[src/rtl/seq_alu.sv]
// Sequential ALU: single-cycle ADD/SUB/ACC/pass ops plus a WIDTH-cycle
// shift-add multiplier, with a valid/ready request side and a result pulse.
module seq_alu #(
  parameter int         WIDTH = 4,
  parameter logic [2:0] OFF   = 3'd0,
  parameter logic [2:0] ADD   = 3'd1,
  parameter logic [2:0] SUB   = 3'd2,
  parameter logic [2:0] NO_OP = 3'd3,
  parameter logic [2:0] ACC   = 3'd4,
  parameter logic [2:0] MUL   = 3'd5
) (
  input  logic             clk,
  input  logic             rst,
  input  logic [WIDTH-1:0] A,
  input  logic [WIDTH-1:0] B,
  input  logic [2:0]       alu_op,
  input  logic             in_valid,
  output logic             in_ready,
  output logic [WIDTH-1:0] out,
  output logic [WIDTH-1:0] out_hi,
  output logic             flag,
  output logic             out_valid,
  output logic             err
);

  localparam int            CW       = $clog2(WIDTH + 1);
  localparam logic [CW-1:0] CNT_ONE  = CW'(1);
  localparam logic [CW-1:0] CNT_LAST = CW'(WIDTH - 1);
  localparam logic [CW-1:0] CNT_DONE = CW'(WIDTH);

  typedef enum logic [0:0] {
    IDLE     = 1'b0,
    MUL_BUSY = 1'b1
  } state_t;

  // One multiplier bit per call: conditional add of the multiplicand into
  // the high half, then shift {hi,lo} right; after WIDTH calls {hi,lo}=A*B.
  function automatic logic [2*WIDTH-1:0] mul_step(
    input logic [WIDTH-1:0] hi,
    input logic [WIDTH-1:0] lo,
    input logic [WIDTH-1:0] mcand
  );
    logic [WIDTH:0] sum;
    if (lo[0]) begin
      sum = {1'b0, hi} + {1'b0, mcand};
    end else begin
      sum = {1'b0, hi};
    end
    return {sum[WIDTH:1], sum[0], lo[WIDTH-1:1]};
  endfunction

  state_t             state_r,     state_nx;
  logic [CW-1:0]      cnt_r,       cnt_nx;
  logic [WIDTH-1:0]   mcand_r,     mcand_nx;
  logic [WIDTH-1:0]   hi_r,        hi_nx;
  logic [WIDTH-1:0]   lo_r,        lo_nx;
  logic [WIDTH-1:0]   acc_r,       acc_nx;
  logic [WIDTH-1:0]   out_r,       out_nx;
  logic [WIDTH-1:0]   out_hi_r,    out_hi_nx;
  logic               flag_r,      flag_nx;
  logic               out_valid_r, out_valid_nx;
  logic               err_r,       err_nx;

  logic               in_ready_s;
  logic               accept_s;
  logic [WIDTH:0]     add_sum_s;
  logic [WIDTH:0]     acc_sum_s;

  assign in_ready_s = (state_r == IDLE) && !rst;
  assign accept_s   = in_valid && in_ready_s;
  assign add_sum_s  = {1'b0, A} + {1'b0, B};
  assign acc_sum_s  = {1'b0, acc_r} + {1'b0, A};

  // Next-state and next-output logic for the IDLE / MUL_BUSY controller.
  always_comb begin
    state_nx     = state_r;
    cnt_nx       = cnt_r;
    mcand_nx     = mcand_r;
    hi_nx        = hi_r;
    lo_nx        = lo_r;
    acc_nx       = acc_r;
    out_nx       = out_r;
    out_hi_nx    = out_hi_r;
    flag_nx      = flag_r;
    out_valid_nx = 1'b0;
    err_nx       = 1'b0;

    case (state_r)
      IDLE: begin
        if (accept_s) begin
          case (alu_op)
            OFF: begin
              out_nx       = {WIDTH{1'b0}};
              out_hi_nx    = {WIDTH{1'b0}};
              flag_nx      = 1'b0;
              out_valid_nx = 1'b1;
            end
            ADD: begin
              out_nx       = add_sum_s[WIDTH-1:0];
              out_hi_nx    = {WIDTH{1'b0}};
              flag_nx      = add_sum_s[WIDTH];
              out_valid_nx = 1'b1;
            end
            SUB: begin
              if (A < B) begin
                out_nx  = B - A;
                flag_nx = 1'b1;
              end else begin
                out_nx  = A - B;
                flag_nx = 1'b0;
              end
              out_hi_nx    = {WIDTH{1'b0}};
              out_valid_nx = 1'b1;
            end
            NO_OP: begin
              out_valid_nx = 1'b1;
            end
            ACC: begin
              acc_nx       = acc_sum_s[WIDTH-1:0];
              out_nx       = acc_sum_s[WIDTH-1:0];
              out_hi_nx    = {WIDTH{1'b0}};
              flag_nx      = acc_sum_s[WIDTH];
              out_valid_nx = 1'b1;
            end
            MUL: begin
              // Bit 0 of the multiplier is consumed on the accept edge itself.
              {hi_nx, lo_nx} = mul_step({WIDTH{1'b0}}, B, A);
              mcand_nx       = A;
              cnt_nx         = CNT_ONE;
              state_nx       = MUL_BUSY;
            end
            default: begin
              out_valid_nx = 1'b1;
              err_nx       = 1'b1;
            end
          endcase
        end else begin
          state_nx = IDLE;
        end
      end
      MUL_BUSY: begin
        if (cnt_r == CNT_DONE) begin
          state_nx = IDLE;
        end else begin
          {hi_nx, lo_nx} = mul_step(hi_r, lo_r, mcand_r);
          cnt_nx         = cnt_r + CNT_ONE;
          if (cnt_r == CNT_LAST) begin
            out_nx       = lo_nx;
            out_hi_nx    = hi_nx;
            flag_nx      = |hi_nx;
            out_valid_nx = 1'b1;
          end else begin
            out_valid_nx = 1'b0;
          end
        end
      end
      default: begin
        state_nx = IDLE;
      end
    endcase
  end

  // State and output registers with synchronous reset.
  always_ff @(posedge clk) begin
    if (rst) begin
      state_r     <= IDLE;
      cnt_r       <= {CW{1'b0}};
      mcand_r     <= {WIDTH{1'b0}};
      hi_r        <= {WIDTH{1'b0}};
      lo_r        <= {WIDTH{1'b0}};
      acc_r       <= {WIDTH{1'b0}};
      out_r       <= {WIDTH{1'b0}};
      out_hi_r    <= {WIDTH{1'b0}};
      flag_r      <= 1'b0;
      out_valid_r <= 1'b0;
      err_r       <= 1'b0;
    end else begin
      state_r     <= state_nx;
      cnt_r       <= cnt_nx;
      mcand_r     <= mcand_nx;
      hi_r        <= hi_nx;
      lo_r        <= lo_nx;
      acc_r       <= acc_nx;
      out_r       <= out_nx;
      out_hi_r    <= out_hi_nx;
      flag_r      <= flag_nx;
      out_valid_r <= out_valid_nx;
      err_r       <= err_nx;
    end
  end

  assign in_ready  = in_ready_s;
  assign out       = out_r;
  assign out_hi    = out_hi_r;
  assign flag      = flag_r;
  assign out_valid = out_valid_r;
  assign err       = err_r;

endmodule

[config.mk]
export PLATFORM = sky130hd
export DESIGN_NAME = seq_alu
export DESIGN_NICKNAME = d
export VERILOG_FILES = /design/src/rtl/seq_alu.sv
export SDC_FILE = /design/constraint.sdc
export NUM_CORES = 1
export LEC_CHECK = 0
export CAP_MARGIN = 25
export CORE_ASPECT_RATIO = 1.2
export CORE_MARGIN = 1.5
export CORE_UTILIZATION = 55
export CTS_BUF_LIST = sky130_fd_sc_hd__clkbuf_4 sky130_fd_sc_hd__clkbuf_8
export CTS_CLUSTER_SIZE = 24
export DETAILED_ROUTE_END_ITERATION = 8
export PLACE_DENSITY = 0.88
export SYNTH_ARGS = -nofsm -noshare
export SYNTH_HDL_FRONTEND = slang
export SYNTH_SLANG_ARGS = --single-unit
[constraint.sdc]
create_clock -name clk -period 2.3 [get_ports clk]
set_input_delay 0.46 -clock clk [delete_from_list [all_inputs] [get_ports clk]]
set_output_delay 0.46 -clock clk [all_outputs]
set_load 0.005 [all_outputs]
; ---- After elaboration in Yosys (flattened, before gate mapping)
; Index checks and enable logic that the tools add are counted.
[totals]
register_bits = 31
latch_bits = 0
ram_bits = 0
romBits = 0
in_bits = 14
n_memories = 0
[op_classes]
n_addsub = 6
n_mul = 0
n_div = 0
order_cmp = 1
n_eq_ne = 13
shift = 0
muxes = 43
bitwise_logic = 2
reduce_logical = 13
[op_table]
columns = operator, n
row1 = 2-to-1 mux 4 bit, 15
row2 = case mux 4 bit (2 select lines), 4
row3 = case mux 4 bit (4 select lines), 1
row4 = adder 4 x 4 -> 5 bit, 3
row5 = 2-to-1 mux 5 bit, 3
row6 = 2-to-1 mux 1 bit, 12
row7 = "equality test 3 x 2 -> 1 bit, second input constant", 3
row8 = "equality test 3 bit, second input constant", 3
row9 = 2-to-1 mux 3 bit, 3
row10 = AND reduction 3 bit, 3
row11 = AND reduction 4 bit, 2
row12 = OR reduction 4 bit, 2
row13 = subtractor 4 bit, 2
row14 = "!= test 2 bit, second input constant", 3
row15 = case mux 1 bit (2 select lines), 3
row16 = case mux 3 bit (2 select lines), 1
row17 = OR reduction 6 bit, 1
row18 = "!= test 5 x 1 -> 1 bit, second input constant", 1
row19 = less-than comparator 4 bit, 1
row20 = "!= test 2 x 1 -> 1 bit, second input constant", 2
row21 = case mux 1 bit (4 select lines), 1
row22 = "adder 3 x 1 -> 3 bit, second input constant", 1
row23 = "equality test 3 x 1 -> 1 bit, second input constant", 1
row24 = zero test 3 bit, 1
row25 = other kinds (4), 6

; ---- Depth between registers and ports, before layout
; Gate-level depths: netlist (run 1).
[logic_depth]
word_depth = 8
ltp_mapped = 10
mapped_depth_nobuf = 10

; ---- Least setup slack after synthesis (run 1)
; No wires, ideal clock.
[synth_path]
path_type = input to register
startpoint = input port A[0]
endpoint = register out_r[3] (netlist: out[3])
t_arrival_ns = 2.049
slack_ns = 0.171
path_stages = 10
n_path_buf = 0
path_cell_list = inv_1 > ha_1 > inv_1 > fa_1 > a21oi_1 > o21bai_1 > mux2i_1 > xnor2_1 > or3_1 > a211oi_2
[synth_via]
elab_chain_len = 5
elab_cells_between_ends = 9
[synth_rtl]
columns = item, line_no
row1 = from (decl), 14  ; input logic [WIDTH-1:0] A,
row2 = "subtractor 4 bit, or another cell as far along", 109  ; out_nx = A - B;
row3 = 2-to-1 mux 4 bit, 105  ; if (A < B) begin
row4 = case mux 4 bit (4 select lines) (*), 91  ; case (alu_op)
row5 = 2-to-1 mux 4 bit (*), 90  ; if (accept_s) begin
row6 = case mux 4 bit (2 select lines) (*), 88  ; case (state_r)
row7 = to (signal assigned), 172  ; out_r <= {WIDTH{1'b0}};
row8 = to (signal assigned), 184  ; out_r <= out_nx;
row9 = to (decl), 58  ; logic [WIDTH-1:0] out_r, out_nx;
; Every way passes the cells marked *; elsewhere a longest branch is shown, timed or not. The select of a mux whose other input is x is not followed.
; A chain may end at the register's enable or synchronous reset.

; ---- Worst setup path in the final report (run 1)
[layout_path]
startpoint = input port A[3]
endpoint = register out_r[3] (netlist: out[3])
; Same word-level chain as after synthesis.

==> impl_metrics.env, run 1 <==
export IMPL_synth_area_per_cell_um2=8.57
export IMPL_cp_start_kind="primary input"
export IMPL_clock_sinks=31
export IMPL_wl_per_cell_um=15.1
export IMPL_start_util=0.570
export IMPL_ys_seq_elements=31
export IMPL_synth_most_common_cell="nor2_1"
export IMPL_initialDrtViolationCount=76
export IMPL_arrival_ps=2410
export IMPL_antenna_found_initial=0
export IMPL_ctsRootBufferMaster="clkbuf_8"
export IMPL_drive_gt1_frac=0.213
export IMPL_fin_area_mm2=0.00282
export IMPL_cts_tree="done"
export IMPL_slowest_delay_ps=470
export IMPL_max_clock_freq_ghz=0.454
export IMPL_path_max_fanout=4
export IMPL_synthesis_area_mm2=0.00223
export IMPL_syn_inst=260
export IMPL_track_usage=0.268
export IMPL_synth_edf_count=0
export IMPL_die_w_um=61.1
export IMPL_firstDrtPassIters=5
export IMPL_fin_crit_sh=0.957
export IMPL_first_global_vias=2003
export IMPL_fill_cells=278
export IMPL_place_area_mm2=0.00264
export IMPL_slew_headroom=0.680
export IMPL_postCtsHoldBufs=0
export IMPL_h_tree_depth=2
export IMPL_dp_cells=350
export IMPL_crit_path_end_kind="flip-flop"
export IMPL_core_area_mm2=0.00391
export IMPL_place_gp_congestion=0.997
export IMPL_clock_latency_ps=280
export IMPL_stdcell_count=359
export IMPL_path_cells="clkdlybuf4s50_1 > ha_4 > inv_1 > o21bai_4 > mux2i_1 > xnor2_1 > or3_1 > a211oi_2"
export IMPL_worst_pin_slew_ps=479
export IMPL_ys_seq_area_frac=0.278
export IMPL_cp_data_required_time_ps=2510
export IMPL_power_density_mw_per_mm2=482
export IMPL_cts_made_buffers=5
export IMPL_synth_top_cell_area_share=0.278
export IMPL_path_class="in2reg"
export IMPL_finalClockSkew_ps=6.92
export IMPL_synthFlopType="dfxtp_1"
export IMPL_grt_max_degree=31
export IMPL_routed_wl_um=5420
export IMPL_setup_ws_ps=98.7
export IMPL_critPathSlowestCell="clkdlybuf4s50_1"
export IMPL_areaGrowthSynthToFinish_pct=26.4
export IMPL_hold_viol_final=0
export IMPL_post_route_min_period_ps=2200
export IMPL_die_area_mm2=0.00444
export IMPL_outcome="finished, final reports clean"
export IMPL_io_buffers=25
export IMPL_diodes=0
export IMPL_grt_pass1_wl_um=8930
export IMPL_synth_area_leader_cell="dfxtp_1"
export IMPL_max_vdd_ir_drop_uv=214
export IMPL_drc=0
export IMPL_syn_nets=301
export IMPL_ys_async_sr_fraction=0
export IMPL_vias=2040
export IMPL_synth_commonest_cells="38 x nor2_1, 31 x dfxtp_1, 22 x ha_1"
export IMPL_maxSlewViolCount=0
export IMPL_fp_row_count=25
export IMPL_cap_violations=0
export IMPL_ys_top_cells_by_area="dfxtp_1 28%, ha_1 12%, nor2_1 6.4%"
export IMPL_dp_slack_ps=-531
export IMPL_power_total_w=0.00136
export IMPL_pin_count=26
export IMPL_cts_reportedPaths_clkPinSlew_ps=60
export IMPL_ys_warn_count=0
export IMPL_setup_viol=0
export IMPL_ant_nets=0
export IMPL_finalNetCount=345
export IMPL_die_h_um=72.7
export IMPL_via_per_inst=5.68
export IMPL_clk_path_buf_depth=2
export IMPL_grt_overflow_total=0
export IMPL_hp_class="reg2reg"
export IMPL_p_leak_nw=1.22
export IMPL_synth_cell_type_count=51
export IMPL_place_hpwl_um=4110
layer usage:
metal / vias to the layer above / part of all wire / track usage
met5: - / 0 / 0
li1: 976 / - / -
met1: 982 / 0.39 / 0.298
met2: 61 / 0.53 / 0.457
met4: 0 / 0.038 / 0.147
met3: 21 / 0.043 / 0.0603
path summary, 6_finish.rpt:
kind / cells after the start / slack [ps] / from / to
worst max register to register: 9 / 330 / hi_r[0]$_SDFFE_PP0P_ / flag$_SDFFE_PP0P_
worst max-delay path: 8 / 100 / A[3] / out[3]$_SDFFE_PP0P_
worst min register to register: 2 / 460 / out[0]$_SDFFE_PP0P_ / out[0]$_SDFFE_PP0P_
worst min-delay path: 2 / 460 / out[0]$_SDFFE_PP0P_ / out[0]$_SDFFE_PP0P_
report_power, final:
part | switching [W] | internal [W]
sequential | 0.0000104 | 0.000551
clock | 0.000200 | 0.000285
combinational | 0.000160 | 0.000153
final cells by class:
cell class                 count  area, µm²  area share
multi-input combinational    195       1500       0.533
timing repair buffer          50        444       0.158
sequential                    31        621       0.220
clock buffer                   8        104      0.0369
inverter                      21       78.8      0.0280
tap                           54       67.6      0.0240
repair_timing:
item | CTS | global route
pin swaps | 2 | 7
setup endpoints to repair | 4 | 3
buffers inserted | 0 | 1
gates resized for setup | 9 | 18
cloned | 0 | 0
cell families (layout without fill, tap and decap cells):
kind of cell               Yosys count  in the layout  share of synthesized area
buffers and inverters               34             79                     0.0747
muxes                               13             13                     0.0590
adders and majority gates           28             28                      0.173
xor gates and xnor gates             8              8                     0.0314
AOI/OAI and AO/OA                   60             60                      0.197
DFF                                 31             31                      0.278
and+or+nand+nor                     86             86                      0.186
metrics by stage:
stage / utilization / hold WS (ps) / setup TNS [ps]
2_1_floorplan: - / 440 / 0
5_1_grt: 0.721 / 472 / -0.695
4_1_cts: 0.707 / 455 / 0
6_report: 0.721 / 459 / 0
3_3_place_gp: 0.675 / 442 / -1710
3_5_place_dp: 0.675 / 449 / -2060
flip-flops by register name, indices dropped and copies added (netlist names):
signal     cells
out            4
hi_r           4
state_r        1
mcand_r        4
out_valid      1
cnt_r          3
acc_r          4
err            1
flag           1
lo_r           4
out_hi         4
critical path, delay by kind of cell:
family	cells	cell delay [ps]
buf+inv	2	550
fa+ha+maj	1	310
simple gates	1	360
compound gates	2	390
xor+xnor	1	90
mux	1	250
placed cells by master (no fill, tap or decap), drive strengths merged, types with 5 or more instances in the layout:
cell / synthesis / layout
buf: 9 / 25
a21o: 6 / 6
a211oi: 7 / 7
fa: 5 / 5
nand2: 21 / 21
nor2: 40 / 40
clkbuf: 4 / 10
o21ai: 7 / 7
clkdlybuf4s50: 0 / 18
ha: 22 / 22
inv: 21 / 21
nor3: 5 / 5
xnor2: 7 / 7
dfxtp: 31 / 31
mux2i: 12 / 12
a21oi: 17 / 17
dlymetal6s2s: 0 / 5
Power figures use the tool's default switching activity.
==> run 2: changes to the inputs <==
--- a/config.mk
+++ b/config.mk
@@ -6,13 +6,15 @@
 export NUM_CORES = 1
 export LEC_CHECK = 0
 export CAP_MARGIN = 25
+export CELL_PAD_IN_SITES_DETAIL_PLACEMENT = 0
+export CELL_PAD_IN_SITES_GLOBAL_PLACEMENT = 2
 export CORE_ASPECT_RATIO = 1.2
 export CORE_MARGIN = 1.5
-export CORE_UTILIZATION = 55
+export CORE_UTILIZATION = 35
 export CTS_BUF_LIST = sky130_fd_sc_hd__clkbuf_4 sky130_fd_sc_hd__clkbuf_8
 export CTS_CLUSTER_SIZE = 24
 export DETAILED_ROUTE_END_ITERATION = 8
-export PLACE_DENSITY = 0.88
+export PLACE_DENSITY = 0.91
 export SYNTH_ARGS = -nofsm -noshare
 export SYNTH_HDL_FRONTEND = slang
 export SYNTH_SLANG_ARGS = --single-unit
==> run 2 against run 1 <==
Against the previous run:
- critical path depth unchanged
- cell area up 4.9%
- combinational power up 5%
- via count down 6.0%
- first-iteration DRC count up 39%
- sequential power about the same
- count of clock-buffer cells in the layout down 3
- maximum frequency down 0.37%
- final cell count up 10%
- flip-flop and latch count unchanged
- sequential share of layout area down 1.0 points
==> impl_metrics.env, run 2 (same netlist as run 1, synthesis figures left out) <==
export IMPL_outcome="finished, final reports clean"
export IMPL_crit_family="buffers and inverters"
export IMPL_intPower_w=0.00104
export IMPL_p_leak_nw=1.27
export IMPL_path_buf_inv=2
export IMPL_arrival_ps=2410
export IMPL_cts_tree="done"
export IMPL_setup_ws_ps=90.5
export IMPL_setup_tns_final_ps=0
export IMPL_io_buffers=25
export IMPL_h_tree_depth=2
export IMPL_max_vdd_ir_drop_uv=245
export IMPL_place_gp_congestion=0.877
export IMPL_antenna_found_initial=0
export IMPL_fp_row_count=31
export IMPL_crit_path_start="A[3]"
export IMPL_slowest_delay_ps=480
export IMPL_path_class="in2reg"
export IMPL_firstDrtPassIters=4
export IMPL_rsz0062_at_grt="no"
export IMPL_cts_made_buffers=5
export IMPL_track_usage=0.172
export IMPL_hold_ws_ps=465
export IMPL_path_max_fanout=4
export IMPL_initialDrtViolationCount=106
export IMPL_hp_class="reg2reg"
export IMPL_seqCellArea_um2=621
export IMPL_grt_overflow_total=0
export IMPL_cp_data_required_time_ps=2500
export IMPL_setup_viol=0
export IMPL_vias=1917
export IMPL_finalClockSkew_ps=7.03
export IMPL_first_global_vias=1975
export IMPL_rr_startpoint="hi_r[0]$_SDFFE_PP0P_"
export IMPL_max_clock_freq_ghz=0.453
export IMPL_clock_sinks=31
export IMPL_areaGrowthSynthToFinish_pct=32.7
export IMPL_ant_nets=0
export IMPL_drive_gt1_frac=0.252
export IMPL_seqPwrFrac=0.392
export IMPL_grt_max_degree=31
export IMPL_fin_area_mm2=0.00296
export IMPL_worst_pin_slew_ps=517
export IMPL_cp_start_kind="primary input"
export IMPL_layout_common_cells="38 x nor2_1, 34 x buf_4, 31 x dfxtp_1"
export IMPL_die_area_mm2=0.00686
export IMPL_reg2reg_setup_slack_ps=300
export IMPL_pin_count=26
export IMPL_switching_share=0.273
export IMPL_clk_path_buf_depth=2
export IMPL_wl_per_cell_um=13.5
export IMPL_min_delay_start="out_hi[0]$_SDFFE_PP0P_"
export IMPL_drc=0
export IMPL_p_switching_w=0.000390
export IMPL_cts_reportedPaths_clkPinSlew_ps=70
export IMPL_pwr_share_comb=0.230
export IMPL_hold_viol_final=0
export IMPL_die_w_um=75.8
export IMPL_routed_wl_um=5340
export IMPL_fin_crit_sh=0.961
export IMPL_cap_violations=0
export IMPL_place_area_mm2=0.00273
export IMPL_slew_headroom=0.656
export IMPL_power_density_mw_per_mm2=484
export IMPL_finalNetCount=354
export IMPL_clkPwrFrac=0.378
export IMPL_path_cells="clkdlybuf4s50_1 > ha_4 > inv_1 > o21bai_4 > mux2i_1 > xnor2_1 > or3_1 > a211oi_2"
export IMPL_maxSlewViolCount=0
export IMPL_grt_pass1_wl_um=9070
export IMPL_crit_path_end_kind="flip-flop"
export IMPL_core_area_mm2=0.00609
export IMPL_ctsRootBufferMaster="clkbuf_8"
export IMPL_via_per_inst=4.84
export IMPL_clock_latency_ps=280
export IMPL_place_hpwl_um=4140
export IMPL_diodes=0
export IMPL_die_h_um=90.4
export IMPL_power_total_w=0.00143
export IMPL_critPathSlowestCell="clkdlybuf4s50_1"
export IMPL_post_route_min_period_ps=2210
export IMPL_fill_cells=611
export IMPL_start_util=0.366
export IMPL_final_common_cell="nor2_1"
export IMPL_multi_input_area_mm2=0.00153
export IMPL_dp_slack_ps=-466
==> run 2: changes by cell type in the layout (fill, tap and decap cells not counted), moves of 2 or more <==
cell      change
clkbuf_8      -2
buf_4        +10
fa_2          +2
fa_1          -2
==> run 2: area by class of cell <==
type / count / area share
multi-input combinational: 195 / 0.519
sequential: 31 / 0.210
timing repair buffer: 59 / 0.172
tap: 82 / 0.0347
inverter: 21 / 0.0267
clock buffer: 5 / 0.0233
clock inverter: 3 / 0.0148
==> run 2: worst reg2reg max path: stages (launching register included) <==
cell,delay (ps)
dfxtp_1,350
ha_1,190
inv_1,60
fa_1,400
xnor2_1,140
mux2_2,280
nor3_1,170
nand2_1,80
o21ai_1,90
a311oi_1,100
==> run 2: worst paths after layout <==
kind,to,cells after the start
max,out[3]$_SDFFE_PP0P_,8
min reg2reg,out_hi[0]$_SDFFE_PP0P_,2
max reg2reg,flag$_SDFFE_PP0P_,9
min,out_hi[0]$_SDFFE_PP0P_,2
==> run 2: metrics by stage <==
stage | util | cells
after global placement | 0.449 | 386
after CTS | 0.477 | 395
final | 0.486 | 396
after floorplan | - | 260
after detailed placement | 0.449 | 386
after global routing | 0.486 | 396
==> run 2: metal layers <==
layer,part of all wire,vias to the layer above,global-route usage
li1,-,998,-
met1,0.44,881,0.209
met2,0.51,27,0.288
met3,0.022,11,0.0313
met4,0.030,0,0.0744
met5,0,-,0
==> run 2: timing repair <==
item / 4_1_cts / 5_1_grt
setup buffers: 1 / 1
pin swaps: 6 / 7
endpoints found under the setup margin: 4 / 4
resized for setup: 13 / 18
hold buffers: 0 / 0
==> run 2: power groups by stage <==
stage	combinational, W	sequential (W)	clock, W
global route	0.000363	0.000562	0.000584
finish	0.000329	0.000560	0.000541
CTS	0.000315	0.000560	0.000553
floorplan	0.000180	0.000570	0
global placement	0.000299	0.000573	0
detailed placement	0.000300	0.000573	0
